## src/rtl/cmp_share_ctrl.sv

```systemverilog
// rtl/cmp_share_ctrl.sv - round-robin sharing of one compare unit between two requesters
// Optional per-requester accept counters enabled by defining CMP_STATS_EN.
module cmp_share_ctrl #(
  parameter int W     = 64,
  parameter int CNT_W = 16
) (
  input  logic             clk,
  input  logic             rst_n,
  input  logic             r0_valid,
  output logic             r0_ready,
  input  logic [W-1:0]     r0_a,
  input  logic [W-1:0]     r0_b,
  input  logic             r1_valid,
  output logic             r1_ready,
  input  logic [W-1:0]     r1_a,
  input  logic [W-1:0]     r1_b,
  output logic [W-1:0]     cmp_a,
  output logic [W-1:0]     cmp_b,
  input  logic [W-1:0]     cmp_res,
  output logic             rsp_valid,
  input  logic             rsp_ready,
  output logic             rsp_id,
  output logic [2:0]       rsp_code,
  output logic             rsp_err,
`ifdef CMP_STATS_EN
  input  logic             stat_clr,
  output logic [CNT_W-1:0] stat_cnt0,
  output logic [CNT_W-1:0] stat_cnt1,
`endif
  output logic             busy
);

  typedef enum logic [1:0] {
    IDLE = 2'd0,
    EXEC = 2'd1,
    RESP = 2'd2
  } state_t;

  state_t state;
  logic   last_grant;
  logic   grant0;
  logic   grant1;
  logic   code_ok;
  logic   unused_res;

  // Tie goes to whoever did not win last; grants only exist in IDLE.
  always_comb begin
    grant0 = 1'b0;
    grant1 = 1'b0;
    if (state == IDLE) begin
      grant0 = r0_valid && (!r1_valid || last_grant);
      grant1 = r1_valid && (!r0_valid || !last_grant);
    end
  end

  // Ready ports are forced low while reset is held so nothing looks accepted.
  assign r0_ready = grant0 & rst_n;
  assign r1_ready = grant1 & rst_n;

  assign code_ok    = (cmp_res[2:0] == 3'b001) || (cmp_res[2:0] == 3'b010) ||
                      (cmp_res[2:0] == 3'b100);
  assign unused_res = ^cmp_res[W-1:3];

  always_ff @(posedge clk or negedge rst_n) begin
    if (!rst_n) begin
      state      <= IDLE;
      last_grant <= 1'b1;
      cmp_a      <= '0;
      cmp_b      <= '0;
      rsp_id     <= 1'b0;
      rsp_code   <= 3'b000;
      rsp_err    <= 1'b0;
      rsp_valid  <= 1'b0;
      busy       <= 1'b0;
    end else begin
      case (state)
        IDLE: begin
          if (grant0 || grant1) begin
            cmp_a      <= grant1 ? r1_a : r0_a;
            cmp_b      <= grant1 ? r1_b : r0_b;
            rsp_id     <= grant1;
            last_grant <= grant1;
            busy       <= 1'b1;
            state      <= EXEC;
          end
        end
        EXEC: begin
          rsp_code  <= cmp_res[2:0];
          rsp_err   <= !code_ok;
          rsp_valid <= 1'b1;
          state     <= RESP;
        end
        RESP: begin
          if (rsp_ready) begin
            rsp_valid <= 1'b0;
            busy      <= 1'b0;
            state     <= IDLE;
          end
        end
        default: begin
          rsp_valid <= 1'b0;
          busy      <= 1'b0;
          state     <= IDLE;
        end
      endcase
    end
  end

`ifdef CMP_STATS_EN
  always_ff @(posedge clk or negedge rst_n) begin
    if (!rst_n) begin
      stat_cnt0 <= '0;
      stat_cnt1 <= '0;
    end else if (stat_clr) begin
      stat_cnt0 <= '0;
      stat_cnt1 <= '0;
    end else begin
      if (grant0 && (stat_cnt0 != {CNT_W{1'b1}}))
        stat_cnt0 <= stat_cnt0 + 1'b1;
      if (grant1 && (stat_cnt1 != {CNT_W{1'b1}}))
        stat_cnt1 <= stat_cnt1 + 1'b1;
    end
  end
`endif

endmodule

```

## config.mk

```make
export PLATFORM = sky130hd
export DESIGN_NAME = cmp_share_ctrl
export DESIGN_NICKNAME = d
export VERILOG_FILES = /design/src/rtl/cmp_share_ctrl.sv
export SDC_FILE = /design/constraint.sdc
export NUM_CORES = 1
export LEC_CHECK = 0
export ABC_AREA = 1
export CAP_MARGIN = 15
export CORE_AREA = 8 8 173 175
export CTS_CLUSTER_DIAMETER = 50
export DETAILED_ROUTE_END_ITERATION = 8
export DIE_AREA = 0 0 181 183
export RECOVER_POWER = 25
export SETUP_SLACK_MARGIN = 0.4
export SYNTH_ARGS = -nofsm -noshare
export SYNTH_HDL_FRONTEND = slang
export SYNTH_SLANG_ARGS = --single-unit
```

## constraint.sdc

```tcl
create_clock -name clk -period 4.2 [get_ports clk]
set_input_delay 0.42 -clock clk [delete_from_list [all_inputs] [get_ports clk]]
set_output_delay 0.42 -clock clk [all_outputs]
set_load 0.01 [all_outputs]
```

==> results.ini <==
[drt]
first_iter_violations=433
drc=0
viasPerCell=4.596
ant_nets=0
routed_wl_um=32420
firstDrtPassIters=5
wl_per_cell_um=17.34
num_vias=8595

[placed_design]
place_congestion=0.8290
dpl.hpwl_um=22350
place_area_sq_um=12050
numPortBuffers=400

[timing]
maxClockFrequency_mhz=373.6
rsz0062_at_grt=false
skew_ps=15.11
setup_viol=0
period_share=0.6373
setup_tns_ps=0
hold_viol=0
slew_headroom=-0.1054
fin_crit_ps=2677
slew_viol_final=64
worst_slew_pin_slew_ps=1658

[power_and_ir_drop]
pwr-share-seq=0.287
clock_power_share=0.176
p_leak_uw=0.006680
power.switching_uw=3516
internal-power_uw=4780
pwr-share-comb=0.536
p_per_area_nw_per_um2=657.7
p_sw_frac=0.4238
peakVddDrop_uv=514.5

[yosys]
yosys.area.top_type=dfrtp_1
synth_cell_types=18
yosys_warnings=0
synth_nets=1486
synth_top_area_frac=0.4350
synth_edf_count=0
netlist_area_sq_um=7881
ys.flop_type=dfrtp_1
ys_seq_elements=138
synthArstFlopShare=1.000
synth_area_leaders=dfrtp_1 43%, nand2_1 19%, inv_1 13%, nand4_1 10%, nand3_1 8.3%
yosys-top-cells-count=399 x nand2_1, 266 x inv_1, 137 x dfrtp_1
ys_seq_area_frac=0.4383
syn_area_per_cell_sq_um=6.788
syn-instance-count=1161
yosysMostFrequentCell=nand2_1

[die]
fp.dieH_um=183
start_util=0.2884
rows=61
core_area_sq_um=27320
io-pin-count=462
die-area_sq_um=33120
dieWidth_um=181

[layout]
nFillCells=2766
area_delta_synth_final_pct=60.03
nets=1833
stdcell_area_sq_um=12610
multi_input_area_sq_um=3062
seqCellArea_sq_um=3455
final_layout_size_suffix_gt1_frac=0.03353

[critical_path]
r2r_slack_ps=1530
crit_required_ps=4500
r2r-start=last_grant
cp_max_fo=68
ff2ff_path_depth=7
crit_path_max_incr_delay_ps=730
critPathKind=in2reg
timing.critical_path.slowest_stage_cell=buf_4
startpoint=r0_valid
cp-end-kind=flop
cp_cell_sequence=clkdlybuf4s50_1, nand2_4, nand3_4, buf_4, buf_4, nand2_1, nand3_1, nand2_1
arrival_ps=2980
start_kind=primary input

[status]
status=complete, but fails checks
violations=max-capacitance violations, max-slew violations

[cts]
clk_path_buf_depth=2
cts.clk_slew.worst_paths_ps=70
numCtsBuffers=17
clock_sinks=138
cts-root-buf=clkbuf_16
insertion_delay_ps=420
tritoncts=done
htree_levels=4

[grt]
grt_util_all_layers=0.1899
antenna_found_initial=3
grt_pass1_wl_um=49940
grt_pass1_vias=8550
grt_max_degree=100
gr-total-overflow=0

[hold_path]
hold_class=in2async

[run]
maxCapViolCount=1

final cells by class:
| type | instances | share of cell area |
|---|---|---|
| inverters | 267 | 0.07966 |
| repair buffers | 413 | 0.3249 |
| well taps | 346 | 0.03433 |
| multi-input cells | 671 | 0.2428 |
| flip-flops and latches | 138 | 0.2739 |
| clock buffers | 20 | 0.03462 |
| clock inverters | 12 | 0.009226 |
| diodes | 3 | 0.0005952 |
placed cells by master, fill, tap and decap left out, drive strengths merged:
cell type / synthesis / final
buf: 58 / 12
clkdlybuf4s50: 0 / 391
diode: 0 / 3
clkinvlp: 0 / 5
nor2: 4 / 4
mux2: 2 / 2
nand2: 400 / 400
inv: 267 / 271
bufinv: 0 / 1
clkbuf: 27 / 22
clkinv: 0 / 2
nand4: 129 / 129
dlygate4sd3: 0 / 8
a21oi: 1 / 1
nand3: 131 / 131
o21ai: 4 / 4
dfrtp: 137 / 137
dfstp: 1 / 1
repair_timing:
action,4_1_cts,5_1_grt
setup endpoints to repair,0,0
hold buffers,1,0
gates resized for setup,0,0
setup buffers,0,0
endpoints found under the hold margin,23,0
path summary, 6_finish.rpt:
check	to
hold / removal	cmp_a[14]
setup / recovery	cmp_b[59]
max in group asynchronous	cmp_a[47]
setup reg to reg	cmp_b[59]
min in group clk	cmp_b[41]
hold reg to reg	cmp_b[41]
power by group through the flow:
stage	logic, uW	clock network [uW]	registers [uW]
finish	4450	1460	2380
CTS	4540	1510	2390
global placement	4500	0	2380
detailed placement	4520	0	2400
floorplan	1930	0	2680
global route	4890	1570	2470
cell families (layout without fill, tap and decap cells):
group	after synthesis	after routing	share of synthesized area
buffers and inverters	352	712	0.1764
multiplexers	2	2	0.002857
AO/OA/AOI/OAI	5	5	0.003175
flip-flops	138	138	0.4383
other	0	3	0
AND/OR/NAND/NOR	664	664	0.3793
metal layers:
metal  up-vias  share of wire  GRT usage
met5         -              0          0
met4         0          0.026    0.07019
met3        37          0.085    0.06252
met2       339           0.48     0.3154
met1      3964           0.41     0.2274
li1       4255              -          -
flip-flops by register name (all words and copies together) (netlist names):
signal      flops
last_grant      1
rsp_err         1
cmp_b          64
rsp_valid       1
rsp_id          1
cmp_a          64
busy            1
rsp_code        3
state           2
stage by stage:
step                      total power (uW)  cells    util  setup slack (ps)  hold WS (ps)
after floorplan                       4611   1161       -              2544         124.4
after global placement                6879   1834  0.4409              1127         307.2
after detailed placement              6920   1834  0.4409              1121         307.4
after CTS                             8435   1867  0.4615              1549         408.2
after global routing                  8932   1870  0.4616              1362         419.8
final                                 8296   1870  0.4616              1523         418.2
critical path, delay by kind of cell:
family | cells | cell delay (ps)
AND/OR/NAND/NOR | 5 | 590
buffers and inverters | 3 | 1840
(Power assumes the default switching activity.)
